[src/rtl/cl2_csr_reg_pkg.sv]
// rtl/cl2_csr_reg_pkg.sv - CSR addresses, interrupt codes, mstatus layout and trap FSM states
package cl2_csr_reg_pkg;

    localparam logic [11:0] CSR_MSTATUS = 12'h300;
    localparam logic [11:0] CSR_MEPC    = 12'h341;
    localparam logic [11:0] CSR_MCAUSE  = 12'h342;
    localparam logic [11:0] CSR_MTVAL   = 12'h343;

    localparam logic [4:0] IRQ_MSI = 5'd3;
    localparam logic [4:0] IRQ_MTI = 5'd7;
    localparam logic [4:0] IRQ_MEI = 5'd11;

    localparam int MSTATUS_MIE_BIT = 3;

    typedef struct packed {
        logic [18:0] upper;
        logic [1:0]  mpp;
        logic [2:0]  rsv_10_8;
        logic        mpie;
        logic [2:0]  rsv_6_4;
        logic        mie;
        logic [2:0]  rsv_2_0;
    } cl2_csr_mstatus_reg_t;

    typedef enum logic [2:0] {
        ST_IDLE,
        ST_W_MEPC,
        ST_W_MCAUSE,
        ST_W_MTVAL,
        ST_W_MSTAT,
        ST_W_MRET,
        ST_REDIR
    } trap_state_e;

endpackage

[src/rtl/cl2_irq_prio.sv]
// rtl/cl2_irq_prio.sv - machine interrupt priority encoder, MEI > MSI > MTI
module cl2_irq_prio
    import cl2_csr_reg_pkg::*;
(
    input  logic [31:0] mip_i,
    input  logic [31:0] mie_i,
    input  logic        global_ie_i,
    output logic        irq_valid_o,
    output logic [4:0]  irq_cause_o
);

    logic [31:0] pend;
    logic        unused_pend;

    assign pend        = mip_i & mie_i;
    assign unused_pend = ^{pend[31:12], pend[10:8], pend[6:4], pend[2:0]};

    always_comb begin
        irq_valid_o = global_ie_i;
        irq_cause_o = '0;
        if (pend[IRQ_MEI]) begin
            irq_cause_o = IRQ_MEI;
        end else if (pend[IRQ_MSI]) begin
            irq_cause_o = IRQ_MSI;
        end else if (pend[IRQ_MTI]) begin
            irq_cause_o = IRQ_MTI;
        end else begin
            irq_valid_o = 1'b0;
        end
    end

endmodule

[src/rtl/cl2_csr_trap_ctrl.sv]
// rtl/cl2_csr_trap_ctrl.sv - machine-mode trap/MRET sequencer driving the CSR write port and fetch redirect
module cl2_csr_trap_ctrl
    import cl2_csr_reg_pkg::*;
#(
    parameter bit MTVAL_EN = 1'b1,
    parameter bit VEC_EN   = 1'b1
) (
    input  logic        clk_i,
    input  logic        rst_i,
    input  logic        exc_valid_i,
    input  logic [4:0]  exc_cause_i,
    input  logic [31:0] exc_pc_i,
    input  logic [31:0] exc_tval_i,
    input  logic        mret_valid_i,
    input  logic [31:0] intr_pc_i,
    input  logic [31:0] mstatus_i,
    input  logic [31:0] mie_i,
    input  logic [31:0] mip_i,
    input  logic [31:0] mtvec_i,
    input  logic [31:0] mepc_i,
    output logic        trap_ack_o,
    output logic        busy_o,
    output logic        csr_we_o,
    output logic [11:0] csr_waddr_o,
    output logic [31:0] csr_wdata_o,
    input  logic        csr_wready_i,
    output logic        redirect_valid_o,
    output logic [31:0] redirect_pc_o
);

    trap_state_e          state_q, state_d;
    logic                 irq_valid;
    logic [4:0]           irq_cause;
    logic                 accept, take_mret, take_irq;
    logic [31:0]          pc_q, tval_q, mtvec_q, mepc_q;
    logic [4:0]           cause_q;
    logic                 irq_q, mret_q;
    cl2_csr_mstatus_reg_t mstatus_q, trap_mstatus, mret_mstatus;
    logic [31:0]          trap_target;

    cl2_irq_prio u_irq_prio (
        .mip_i       (mip_i),
        .mie_i       (mie_i),
        .global_ie_i (mstatus_i[MSTATUS_MIE_BIT]),
        .irq_valid_o (irq_valid),
        .irq_cause_o (irq_cause)
    );

    assign take_mret = !exc_valid_i && mret_valid_i;
    assign take_irq  = !exc_valid_i && !mret_valid_i && irq_valid;
    assign accept    = (state_q == ST_IDLE) && !rst_i && (exc_valid_i || mret_valid_i || irq_valid);

    always_ff @(posedge clk_i) begin
        if (rst_i) begin
            state_q <= ST_IDLE;
        end else begin
            state_q <= state_d;
        end
    end

    // Everything the sequence needs is captured at accept; later CSR/input changes are ignored.
    always_ff @(posedge clk_i) begin
        if (accept) begin
            pc_q      <= exc_valid_i ? exc_pc_i : intr_pc_i;
            cause_q   <= exc_valid_i ? exc_cause_i : irq_cause;
            tval_q    <= exc_valid_i ? exc_tval_i : 32'h0;
            irq_q     <= take_irq;
            mret_q    <= take_mret;
            mstatus_q <= cl2_csr_mstatus_reg_t'(mstatus_i);
            mtvec_q   <= mtvec_i;
            mepc_q    <= mepc_i;
        end
    end

    always_comb begin
        trap_mstatus      = mstatus_q;
        trap_mstatus.mpie = mstatus_q.mie;
        trap_mstatus.mie  = 1'b0;
        trap_mstatus.mpp  = 2'b11;
        mret_mstatus      = mstatus_q;
        mret_mstatus.mie  = mstatus_q.mpie;
        mret_mstatus.mpie = 1'b1;
        mret_mstatus.mpp  = 2'b11;
        trap_target       = {mtvec_q[31:2], 2'b00};
        if (VEC_EN && irq_q && (mtvec_q[1:0] == 2'b01)) begin
            trap_target = {mtvec_q[31:2], 2'b00} + {25'b0, cause_q, 2'b00};
        end
    end

    always_comb begin
        state_d          = state_q;
        trap_ack_o       = 1'b0;
        busy_o           = (state_q != ST_IDLE);
        csr_we_o         = 1'b0;
        csr_waddr_o      = '0;
        csr_wdata_o      = '0;
        redirect_valid_o = 1'b0;
        redirect_pc_o    = '0;
        unique case (state_q)
            ST_IDLE: begin
                if (accept) begin
                    trap_ack_o = 1'b1;
                    state_d    = take_mret ? ST_W_MRET : ST_W_MEPC;
                end
            end
            ST_W_MEPC: begin
                csr_we_o    = 1'b1;
                csr_waddr_o = CSR_MEPC;
                csr_wdata_o = {pc_q[31:2], 2'b00};
                if (csr_wready_i) state_d = ST_W_MCAUSE;
            end
            ST_W_MCAUSE: begin
                csr_we_o    = 1'b1;
                csr_waddr_o = CSR_MCAUSE;
                csr_wdata_o = {irq_q, 26'b0, cause_q};
                if (csr_wready_i) begin
                    if (MTVAL_EN) state_d = ST_W_MTVAL;
                    else          state_d = ST_W_MSTAT;
                end
            end
            ST_W_MTVAL: begin
                csr_we_o    = 1'b1;
                csr_waddr_o = CSR_MTVAL;
                csr_wdata_o = tval_q;
                if (csr_wready_i) state_d = ST_W_MSTAT;
            end
            ST_W_MSTAT: begin
                csr_we_o    = 1'b1;
                csr_waddr_o = CSR_MSTATUS;
                csr_wdata_o = trap_mstatus;
                if (csr_wready_i) state_d = ST_REDIR;
            end
            ST_W_MRET: begin
                csr_we_o    = 1'b1;
                csr_waddr_o = CSR_MSTATUS;
                csr_wdata_o = mret_mstatus;
                if (csr_wready_i) state_d = ST_REDIR;
            end
            ST_REDIR: begin
                redirect_valid_o = 1'b1;
                redirect_pc_o    = mret_q ? mepc_q : trap_target;
                state_d          = ST_IDLE;
            end
            default: state_d = ST_IDLE;
        endcase
    end

endmodule

[config.mk]
export PLATFORM = sky130hd
export DESIGN_NAME = cl2_csr_trap_ctrl
export DESIGN_NICKNAME = d
export VERILOG_FILES = /design/src/rtl/cl2_csr_reg_pkg.sv /design/src/rtl/cl2_irq_prio.sv /design/src/rtl/cl2_csr_trap_ctrl.sv
export SDC_FILE = /design/constraint.sdc
export NUM_CORES = 1
export LEC_CHECK = 0
export CORE_MARGIN = 2
export CORE_UTILIZATION = 37
export CTS_BUF_LIST = sky130_fd_sc_hd__clkbuf_4 sky130_fd_sc_hd__clkbuf_8
export CTS_CLUSTER_SIZE = 8
export DETAILED_ROUTE_END_ITERATION = 8
export GPL_TIMING_DRIVEN = 1
export PLACE_DENSITY = 0.79
export SYNTH_ARGS = -nofsm -noshare
export SYNTH_HDL_FRONTEND = slang
export SYNTH_SLANG_ARGS = --single-unit
[constraint.sdc]
create_clock -name clk_i -period 39.6 [get_ports clk_i]
set_input_delay 7.92 -clock clk_i [delete_from_list [all_inputs] [get_ports clk_i]]
set_output_delay 7.92 -clock clk_i [all_outputs]
set_load 0.05 [all_outputs]
# After elaboration in Yosys (flattened, before gate mapping)
# Cells that the tools add are included.
word_totals:
  out_inout_bits: 80
  in_bits: 266
  ff_bits: 168
  elab_cells: 68
classes:
  n_reduce_logical: 16
  addsub: 1
  mux: 24
  n_bitwise: 1
  n_eq_ne: 12
op_table:
  columns: ["op", "count"]
  rows:
  - ["32-bit one-hot mux with 5 select lines", 1]
  - ["32-bit two-way mux", 4]
  - ["10-bit one-hot mux with 4 select lines", 1]
  - ["32-bit by 7-bit adder with 32-bit output", 1]
  - ["3-bit two-way mux", 7]
  - ["5-bit two-way mux", 3]
  - ["3-bit one-hot mux with 5 select lines", 1]
  - ["12-bit AND", 1]
  - ["3-bit == test, second input constant", 3]
  - ["2-bit != test, second input constant", 4]
  - ["1-bit two-way mux", 7]
  - ["3-bit by 2-bit == test with 1-bit output, second input constant", 2]
  - ["1-bit logical AND", 6]
  - ["5-bit AND reduction", 1]
  - ["5-bit OR reduction", 1]
  - ["3-bit by 1-bit == test with 1-bit output, second input constant", 1]
  - ["1-bit logical NOT", 3]
  - ["3-bit logical NOT", 1]
  - ["3-bit nonzero test", 1]
  - ["2-bit by 1-bit == test with 1-bit output, second input constant", 1]
  - ["1-bit logical OR", 2]
  - ["2-bit by 1-bit != test with 1-bit output, second input constant", 1]
  - ["2-bit OR reduction", 1]

# Logic depth before layout (Yosys ltp)
# Gate-level depths: netlist of run 1.
depth:
  ltp_word: 8
  mapped_depth: 9
  ltp_nobuf: 8

# By module
# A second synthesis of run 1 with hierarchy kept.
hier_totals:
  hier_cells: 622
  hier_area_um2: 7985.2
by_module_without_submodules:
  columns: ["module", "cells_per_inst", "area_per_inst_um2", "seq_area_each_um2", "n_inst"]
  rows:
  - ["cl2_csr_trap_ctrl", 613, 7925.1, 4954.8, 1]
  - ["cl2_irq_prio", 9, 60.1, 0.0, 1]

# Worst setup path before layout of run 1
# No wires, ideal clock.
synth_timing:
  kind: "input to register"
  startpoint: "in exc_valid_i"
  endpoint: "reg cause_q[0], enable pin"
  path_slack_ns: 18.721
  n_path_buf: 1
  t_arrival_ns: 19.957
  required_ns: 38.678
  path_stages: 3
  setup_time_ns: 0.922
  path_cell_list: "clkbuf_1 a211o_1 nor3b_1"
synth_between:
  elab_chain_cells: 3
synth_lines:
  columns: ["item", "line_no", "source"]
  rows:
  - ["from (decl)", "cl2_csr_trap_ctrl.sv:10", "input logic exc_valid_i,"]
  - ["1-bit logical OR (2 in a row)", "cl2_csr_trap_ctrl.sv:51", "assign accept = (state_q == ST_IDLE) && !rst_i && (exc_valid_i || mret_valid_i || irq_valid);"]
  - ["1-bit logical AND", "cl2_csr_trap_ctrl.sv:51", null]
  - ["via accept", "cl2_csr_trap_ctrl.sv:34", "logic accept, take_mret, take_irq;"]
  - ["to (signal assigned)", "cl2_csr_trap_ctrl.sv:65", "cause_q <= exc_valid_i ? exc_cause_i : irq_cause;"]
  - ["to (decl)", "cl2_csr_trap_ctrl.sv:36", "logic [4:0] cause_q;"]
# The timed path passes the listed nets, and every way through them passes these cells.
# A chain may end at the register's enable or synchronous reset.

# Final worst setup path of run 1
layout_timing:
  startpoint: "in mip_i[11]"
  endpoint: "out trap_ack_o"
layout_between:
  elab_chain_cells: 6
layout_lines:
  columns: ["item", "line_no", "source"]
  rows:
  - ["from (decl)", "cl2_csr_trap_ctrl.sv:18", "input logic [31:0] mip_i,"]
  - ["12-bit AND", "cl2_irq_prio.sv:15", "assign pend = mip_i & mie_i;"]
  - ["1-bit two-way mux", "cl2_irq_prio.sv:21", "if (pend[IRQ_MEI]) begin"]
  - ["1-bit logical OR", "cl2_csr_trap_ctrl.sv:51", null]
  - ["1-bit logical AND", "cl2_csr_trap_ctrl.sv:51", null]
  - ["1-bit two-way mux", "cl2_csr_trap_ctrl.sv:101", "if (accept) begin"]
  - ["1-bit two-way mux", "cl2_csr_trap_ctrl.sv:99", "unique case (state_q)"]
  - ["to (decl)", "cl2_csr_trap_ctrl.sv:21", "output logic trap_ack_o,"]
# Every way passes these cells.

==> results of run 1 <==
stage by stage:
stage	util, %	hold WS [ns]
3_5_place_dp	51.7	0.785
4_1_cts	53.8	0.794
2_1_floorplan	-	0.706
3_3_place_gp	51.7	0.745
5_1_grt	53.8	0.848
6_report	53.8	0.806
metal layers:
metal  vias up  GRT usage [%]
met2       274           32.8
met4         2           4.57
met1      2753           22.4
met5         -              0
li1       2778              -
met3        18           6.25
flip-flops by register name, summed over array words and instances (netlist names):
register	cells
tval_q	32
mret_mstatus	29
mtvec_q	32
mstatus_q	1
mepc_q	32
state_q	3
cause_q	5
irq_q	1
mret_q	1
pc_q	30
cells in the final DEF, fill, tap and decap left out, drive strengths merged, types with 5 or more instances in the layout:
cell type / instances
edfxtp: 163
buf: 10
ha: 5
mux2: 33
a21oi: 39
clkdlybuf4s50: 273
mux2i: 6
a2111oi: 10
nand3: 8
o21ai: 55
nand4: 5
nor2: 19
clkbuf: 17
a211oi: 15
a22oi: 27
inv: 24
and2: 34
xnor2: 21
and4: 6
conb: 7
nand2: 51
critical path, delay by kind of cell:
family / cells / cell delay (ns)
and+or+nand+nor: 2 / 0.29
buffers and inverters: 2 / 1.12
AOI/OAI and AO/OA: 2 / 0.59
where the power goes:
group / switching (mW) / internal [mW] / leakage [nW]
logic: 0.107 / 0.0604 / 1.95
registers: 0.0118 / 0.224 / 1.55
clock network: 0.0740 / 0.0604 / 0.218
how the worst max path moves through the flow:
stage            endpoint         from
2_1_floorplan  cause_q[0]  exc_valid_i
3_3_place_gp   trap_ack_o    mip_i[11]
3_5_place_dp   trap_ack_o    mip_i[11]
4_1_cts        trap_ack_o    mip_i[11]
5_1_grt        trap_ack_o    mip_i[11]
6_report       trap_ack_o    mip_i[11]
logic make-up (layout without fill, tap and decap cells):
kind of cell | Yosys count | in the layout | synth area share, %
buffers and inverters | 61 | 331 | 3.59
AO/OA/AOI/OAI | 163 | 163 | 14.4
AND/OR/NAND/NOR | 144 | 144 | 9.81
adder cells (fa/ha/maj) | 6 | 6 | 1.05
other | 1 | 7 | 0.0478
multiplexers | 39 | 39 | 5.50
flip-flops | 166 | 166 | 63.2
XOR/XNOR | 22 | 22 | 2.46
cell type report:
cell class | instances | area (um^2)
multi-input cells | 381 | 2640
well taps | 275 | 344
flip-flops and latches | 166 | 4960
clock buffers | 17 | 234
repair buffers | 283 | 2810
clock inverters | 15 | 205
fillers | 1766 | 9650
inverters | 16 | 60.1
==> impl_metrics.env, run 1 <==
export IMPL_path_clk_slew_ns=0.10
export IMPL_timing_rr_start="state_q[0]"
export IMPL_hold_path_class="reg2reg"
export IMPL_portBuffers=274
export IMPL_cts_tree="done"
export IMPL_grt_max_degree=76
export IMPL_n_antenna_cell=0
export IMPL_slew_violations=0
export IMPL_io_pins=346
export IMPL_rsz0062_at_grt="no"
export IMPL_routedWlPerCell_um=18.1
export IMPL_ys_ff_latch=166
export IMPL_hold_violations=0
export IMPL_chipHeight_um=150
export IMPL_yosysMostFrequentCell="edfxtp_1"
export IMPL_setup_viol=0
export IMPL_min_period_ns=17.84
export IMPL_crit_arrival_ns=9.92
export IMPL_num_rows=53
export IMPL_routed_wl_met2_um=10700
export IMPL_grt_pass1_vias=5871
export IMPL_fin_skew_ns=0.0224
export IMPL_finalCritPeriodShare_pct=45.0
export IMPL_start_util_pct=37.6
export IMPL_place_worst_setup_slack_ns=21.76
export IMPL_drcViolationCount=0
export IMPL_tightest_slew_ns=1.03
export IMPL_num_vias=5825
export IMPL_hold_buffers=0
export IMPL_wl_met3_um=2100
export IMPL_syn_inst=602
export IMPL_detail_route_antenna_nets=0
export IMPL_drive_gt1_share_pct=10.7
export IMPL_synth_edf_count=163
export IMPL_wl_met1_um=7870
export IMPL_hpwl_um=14900
export IMPL_path_class="in2out"
export IMPL_max_stage_delay_ns=0.70
export IMPL_grt_pass1_wl_um=31800
export IMPL_cts_htree_levels=4
export IMPL_fin_tns_setup_ns=0
export IMPL_power_density_nw_per_um2=47.8
export IMPL_critPathLaunchType="primary input"
export IMPL_cts_resized=0
export IMPL_status="completed"
export IMPL_synth_commonest_cells="edfxtp_1, o21ai_0, nand2_1, a21oi_1, and2_1"
export IMPL_ys_types=54
export IMPL_core_um2=20900
export IMPL_yosysTopAreaCellShare_pct=62.4
export IMPL_drtIter0Drc=287
export IMPL_final_area_um2=11200
export IMPL_wl_um=20900
export IMPL_clockRootBuffer="clkbuf_8"
export IMPL_slew_headroom_pct=31.2
export IMPL_crit_fanout=3
export IMPL_clockBufferDepth=2
export IMPL_cp_end_kind="primary output"
export IMPL_fin_ws_ns=21.76
export IMPL_path_cells="clkdlybuf4s50_1, a22oi_1, nand2_1, a211o_1, nor3b_1, clkdlybuf4s50_1"
export IMPL_placed_area_um2=10800
export IMPL_synthFlopType="edfxtp_1"
export IMPL_post_cts_buffers=0
export IMPL_worst_path_max_delay_cell="clkdlybuf4s50_1"
export IMPL_cts_num_sinks=166
export IMPL_ir_drop_mv=0.0316
export IMPL_yosys_area_top_type="edfxtp_1"
export IMPL_worstHoldStart="state_q[1]"
export IMPL_fin_cells=1153
export IMPL_firstDrtPassIters=5
export IMPL_die_area_um2=22400
export IMPL_synthArstFlopShare_pct=0
export IMPL_power_total_mw=0.537
export IMPL_crit_required_ns=31.68
export IMPL_synthTopCellsByArea="edfxtp_1, mux2_2, o21ai_0"
export IMPL_syn_to_final_growth_pct=43.3
export IMPL_grt_overflow_total=0
export IMPL_synth_area_um2=7850
export IMPL_yosysWarnings=0
export IMPL_holdPathEnd="state_q[0]"
export IMPL_r2r_end="mepc_q[30]"
export IMPL_vias_per_cell=5.05
export IMPL_maxCapViolCount=0
export IMPL_fin_nets=1137
export IMPL_fp_dieW_um=150
export IMPL_reg2reg_setup_slack_ns=36.65
export IMPL_clkLatencyLatePin_ns=0.46
export IMPL_yosysSeqAreaShare_pct=63.2
export IMPL_r2r_cells=4
export IMPL_top_layer_used="met5"
export IMPL_dp_cells=1121
export IMPL_syn_area_per_cell_um2=13.0
export IMPL_power_leakage_nw=3.73
export IMPL_numCtsBuffers=17
export IMPL_gp_congestion=0.824
export IMPL_clock_fmax_ghz=0.0561
export IMPL_crit_top_cell="clkdlybuf4s50_1"
export IMPL_worstHoldPathCells=4
export IMPL_antenna_found_initial=1
export IMPL_grt_usage_pct=18.8
No activity file was read; power rests on OpenSTA's default activity.
==> inputs of run 2 (changes only) <==
clock period = 16.58 ns   (was 39.6 ns; I/O delays follow)
==> run 2 against run 1 <==
Setup slack got worse by 14 ns. Clock power increased by 130%. Largest cell class unchanged. Via count up 0.38%. Clock skew is 0.0063 ns higher. Critical endpoint unchanged. Combinational power rose by 140%. Sequential power rose by 140%. Routed wire length up 0.82%. Utilization decreased by 0.13 points. Die area is the same.
==> impl_metrics.env, run 2 (same netlist as run 1, synthesis figures left out) <==
export IMPL_firstDrtPassIters=5
export IMPL_clkLatencyLatePin_ns=0.46
export IMPL_setup_viol=0
export IMPL_chipHeight_um=150
export IMPL_crit_required_ns=13.26
export IMPL_comb_power_share_pct=31.2
export IMPL_crit_fanout=3
export IMPL_grt_usage_pct=19.0
export IMPL_min_period_ns=8.68
export IMPL_path_clk_slew_ns=0.09
export IMPL_grt_util_met2_pct=33.0
export IMPL_slew_headroom_pct=31.9
export IMPL_detail_route_antenna_nets=0
export IMPL_cts_resized=0
export IMPL_start_util_pct=37.6
export IMPL_fin_skew_ns=0.0287
export IMPL_power_density_nw_per_um2=113
export IMPL_num_rows=53
export IMPL_cts_tree="done"
export IMPL_crit_arrival_ns=5.36
export IMPL_cts_htree_levels=4
export IMPL_antenna_found_initial=0
export IMPL_path_class="in2out"
export IMPL_maxCapViolCount=0
export IMPL_die_area_um2=22400
export IMPL_final_cell_mix="clkdlybuf4s50_1, edfxtp_1, o21ai_0"
export IMPL_cp_startpoint="mip_i[11]"
export IMPL_switching_share_pct=36.3
export IMPL_n_antenna_cell=0
export IMPL_top_usage_layer="met2"
export IMPL_numCtsBuffers=17
export IMPL_routedWlPerCell_um=18.3
export IMPL_hold_path_class="reg2reg"
export IMPL_slew_violations=0
export IMPL_status="completed"
export IMPL_wl_um=21100
export IMPL_gp_congestion=0.831
export IMPL_portBuffers=274
export IMPL_drive_gt1_share_pct=10.7
export IMPL_tightest_slew_ns=1.02
export IMPL_clock_fmax_ghz=0.115
export IMPL_grt_overflow_total=0
export IMPL_clkPwrFrac_pct=24.0
export IMPL_hold_buffers=0
export IMPL_clockBufferDepth=2
export IMPL_rsz0062_at_grt="no"
export IMPL_grt_util_met3_pct=6.52
export IMPL_fin_nets=1137
export IMPL_drtIter0Drc=326
export IMPL_layout_commonest_cell="clkdlybuf4s50_1"
export IMPL_hpwl_um=15200
export IMPL_vias_per_cell=5.07
export IMPL_grt_pass1_vias=5821
export IMPL_grt_pass1_wl_um=32200
export IMPL_finalCritPeriodShare_pct=52.3
export IMPL_gr_usage_met1_pct=22.5
export IMPL_reg_top3="mepc_q x32, mtvec_q x32, tval_q x32"
export IMPL_hold_ws_ns=0.823
export IMPL_final_area_um2=11200
export IMPL_power_switching_mw=0.460
export IMPL_hold_violations=0
export IMPL_pwr_share_seq_pct=44.8
export IMPL_core_um2=20900
export IMPL_critPathLaunchType="primary input"
export IMPL_grt_max_degree=75
export IMPL_placed_area_um2=10800
export IMPL_cp_end_kind="primary output"
export IMPL_p_int_mw=0.807
export IMPL_drcViolationCount=0
export IMPL_post_cts_buffers=0
export IMPL_fin_tns_setup_ns=0
export IMPL_fp_dieW_um=150
export IMPL_syn_to_final_growth_pct=43.0
export IMPL_num_vias=5847
export IMPL_ir_drop_mv=0.0598
export IMPL_clockRootBuffer="clkbuf_8"
export IMPL_io_pins=346
export IMPL_cts_num_sinks=166
export IMPL_timing_rr_start="state_q[0]"
export IMPL_worstHoldStart="state_q[1]"
export IMPL_power_leakage_nw=3.71
-- run 2: changes by cell type in the layout (fill, tap and decap cells not counted) --
cell,before,now
inv_6,5,7
inv_8,4,2
bufinv_16,2,1
clkinv_4,0,1
-- run 2: power groups by stage --
stage | combinational (mW) | sequential (mW) | clock [mW]
2_1_floorplan | 0.252 | 0.588 | 0
3_3_place_gp | 0.392 | 0.576 | 0
3_5_place_dp | 0.398 | 0.578 | 0
4_1_cts | 0.400 | 0.569 | 0.312
5_1_grt | 0.421 | 0.575 | 0.329
6_report | 0.395 | 0.568 | 0.304
-- run 2: cell type report --
type	count	area, um^2
fillers	1782	9670
flip-flops and latches	166	4960
repair buffers	283	2810
multi-input cells	381	2640
well taps	275	344
clock buffers	17	234
clock inverters	15	179
inverters	16	60.1
-- run 2: layer usage --
layer	share of wire [%]	wire length, um
met3	9.8	2070
met2	52	10900
met5	0	0
met1	37	7830
met4	1.4	289
-- run 2: path summary, 6_finish.rpt --
path                 end  slack (ns)  depth (start not counted)
min reg2reg   state_q[1]        0.82                          3
max           trap_ack_o        7.90                          6
max reg2reg  mtvec_q[29]       13.66                          4
min           state_q[1]        0.82                          3
-- run 2: worst max-delay path: stages --
cell             delay, ns
clkdlybuf4s50_1       0.43
a22oi_1               0.24
nand2_1               0.16
a211o_1               0.36
nor3b_1               0.15
clkdlybuf4s50_1       0.71
-- run 2: metrics by stage --
step,setup slack (ns),utilization [%],std cells,total power [mW]
2_1_floorplan,0.305,-,608,0.839
3_3_place_gp,7.95,51.7,1121,0.968
3_5_place_dp,7.92,51.7,1121,0.976
4_1_cts,7.92,53.7,1153,1.28
5_1_grt,7.86,53.7,1153,1.32
6_report,7.90,53.7,1153,1.27
==> inputs of run 3 (changes only) <==
clock period = 8.8 ns   (was 16.58 ns; I/O delays follow)
==> run 3 against run 2 <==
Sequential power increased by 87%. Sequential cell count is the same. Critical path type is now reg2out. Worst hold slack lost 0.037 ns. Global-route usage increased by 0.12 points. Clock power is 97% higher. Final area is 0.20% higher. Clock skew decreased by 0.016 ns. Routed wire length up 2.7%. Die area unchanged. Sequential share of layout area down 0.088 points. Non-clock buffer count fell by 1. Combinational power grew 92%.
==> impl_metrics.env, run 3 (same netlist as run 1, synthesis figures left out) <==
export IMPL_num_vias=5915
export IMPL_final_cell_mix="clkdlybuf4s50_1, edfxtp_1, o21ai_0"
export IMPL_grt_max_degree=164
export IMPL_numCtsBuffers=17
export IMPL_io_pins=346
export IMPL_gp_congestion=0.828
export IMPL_start_util_pct=37.6
export IMPL_clockRootBuffer="clkbuf_8"
export IMPL_post_cts_buffers=0
export IMPL_slew_headroom_pct=32.3
export IMPL_fin_nets=1136
export IMPL_core_um2=20900
export IMPL_grt_overflow_total=0
export IMPL_hold_path_class="reg2reg"
export IMPL_reg_top3="mepc_q x32, mtvec_q x32, tval_q x32"
export IMPL_power_density_nw_per_um2=215
export IMPL_layout_commonest_cell="clkdlybuf4s50_1"
export IMPL_detail_route_antenna_nets=0
export IMPL_r2r_cells=4
export IMPL_fin_tns_setup_ns=0
export IMPL_drtIter0Drc=246
export IMPL_fin_util_pct=53.8
export IMPL_cts_htree_levels=4
export IMPL_firstDrtPassIters=4
export IMPL_fin_skew_ns=0.0122
export IMPL_path_class="reg2out"
export IMPL_grt_pass1_wl_um=32300
export IMPL_num_rows=53
export IMPL_setup_viol=0
export IMPL_rsz0062_at_grt="no"
export IMPL_hold_buffers=0
export IMPL_fp_dieW_um=150
export IMPL_status="completed"
export IMPL_hpwl_um=15200
export IMPL_n_antenna_cell=0
export IMPL_drive_gt1_share_pct=10.5
export IMPL_die_area_um2=22400
export IMPL_worstHoldPathCells=4
export IMPL_ir_drop_mv=0.134
export IMPL_hold_violations=0
export IMPL_grt_usage_pct=19.2
export IMPL_cts_resized=0
export IMPL_crit_fanout=12
export IMPL_cts_tree="done"
export IMPL_routedWlPerCell_um=18.8
export IMPL_grt_pass1_vias=6004
export IMPL_vias_per_cell=5.13
export IMPL_clkLatencyLatePin_ns=0.45
export IMPL_cp_end_kind="primary output"
export IMPL_drcViolationCount=0
export IMPL_syn_to_final_growth_pct=43.3
export IMPL_portBuffers=274
export IMPL_crit_arrival_ns=4.02
export IMPL_clock_fmax_ghz=0.173
export IMPL_critPathLaunchType="register"
export IMPL_power_leakage_nw=3.72
export IMPL_slew_violations=0
export IMPL_finalCritPeriodShare_pct=65.7
export IMPL_fill_cells=1802
export IMPL_antenna_found_initial=0
export IMPL_cts_num_sinks=166
export IMPL_maxCapViolCount=0
export IMPL_tightest_slew_ns=1.02
export IMPL_path_clk_slew_ns=0.09
export IMPL_chipHeight_um=150
export IMPL_min_period_ns=5.78
export IMPL_clockBufferDepth=2
export IMPL_wl_um=21700
export IMPL_crit_required_ns=7.04
-- run 3: path summary, 6_finish.rpt --
path,startpoint,to,slack [ns]
worst max register to register,state_q[1],mtvec_q[27],6.21
worst min-delay path,state_q[1],state_q[0],0.79
worst max-delay path,cause_q[0],redirect_pc_o[22],3.02
worst min register to register,state_q[1],state_q[0],0.79
-- run 3: power breakdown --
part / internal (mW) / switching, mW / total [mW]
clock network: 0.290 / 0.311 / 0.600
logic: 0.273 / 0.485 / 0.758
registers: 1.01 / 0.0519 / 1.06
-- run 3: per-stage QoR --
step / worst slack, ns / power [mW] / hold WS (ns) / instance area, um^2 / instances
global route: 2.82 / 2.52 / 0.856 / 11200 / 1152
finish: 3.02 / 2.42 / 0.786 / 11200 / 1152
CTS: 2.98 / 2.44 / 0.787 / 11200 / 1152
global placement: 3.26 / 1.83 / 0.744 / 10800 / 1120
detailed placement: 3.24 / 1.84 / 0.767 / 10800 / 1120
floorplan: 2.04 / 1.55 / 0.706 / 7880 / 608
-- run 3: area by class of cell --
class | instances | area, um^2 | share of cell area, %
Sequential cell | 166 | 4960 | 44.1
Tap cell | 275 | 344 | 3.06
Clock buffer | 17 | 234 | 2.08
Inverter | 16 | 60.1 | 0.534
Clock inverter | 15 | 190 | 1.69
Multi-Input combinational cell | 381 | 2650 | 23.5
Timing Repair Buffer | 282 | 2810 | 25.0
-- run 3: routing by layer --
metal,GRT usage [%],vias to the layer above,part of all wire [%]
li1,-,2776,-
met1,21.7,2854,38
met2,33.4,265,50
met3,7.84,20,11
met4,5.19,0,1.3
met5,0,-,0
-- run 3: critical path, stage by stage (launching register included) --
cell and delay, ns:
edfxtp_1 0.39, ha_1 0.18, inv_1 0.05, fa_1 0.38, and2b_1 0.25, o2111ai_2 0.51
a2111oi_2 0.57, xnor2_1 0.15, a211oi_1 0.25, clkdlybuf4s50_1 0.84
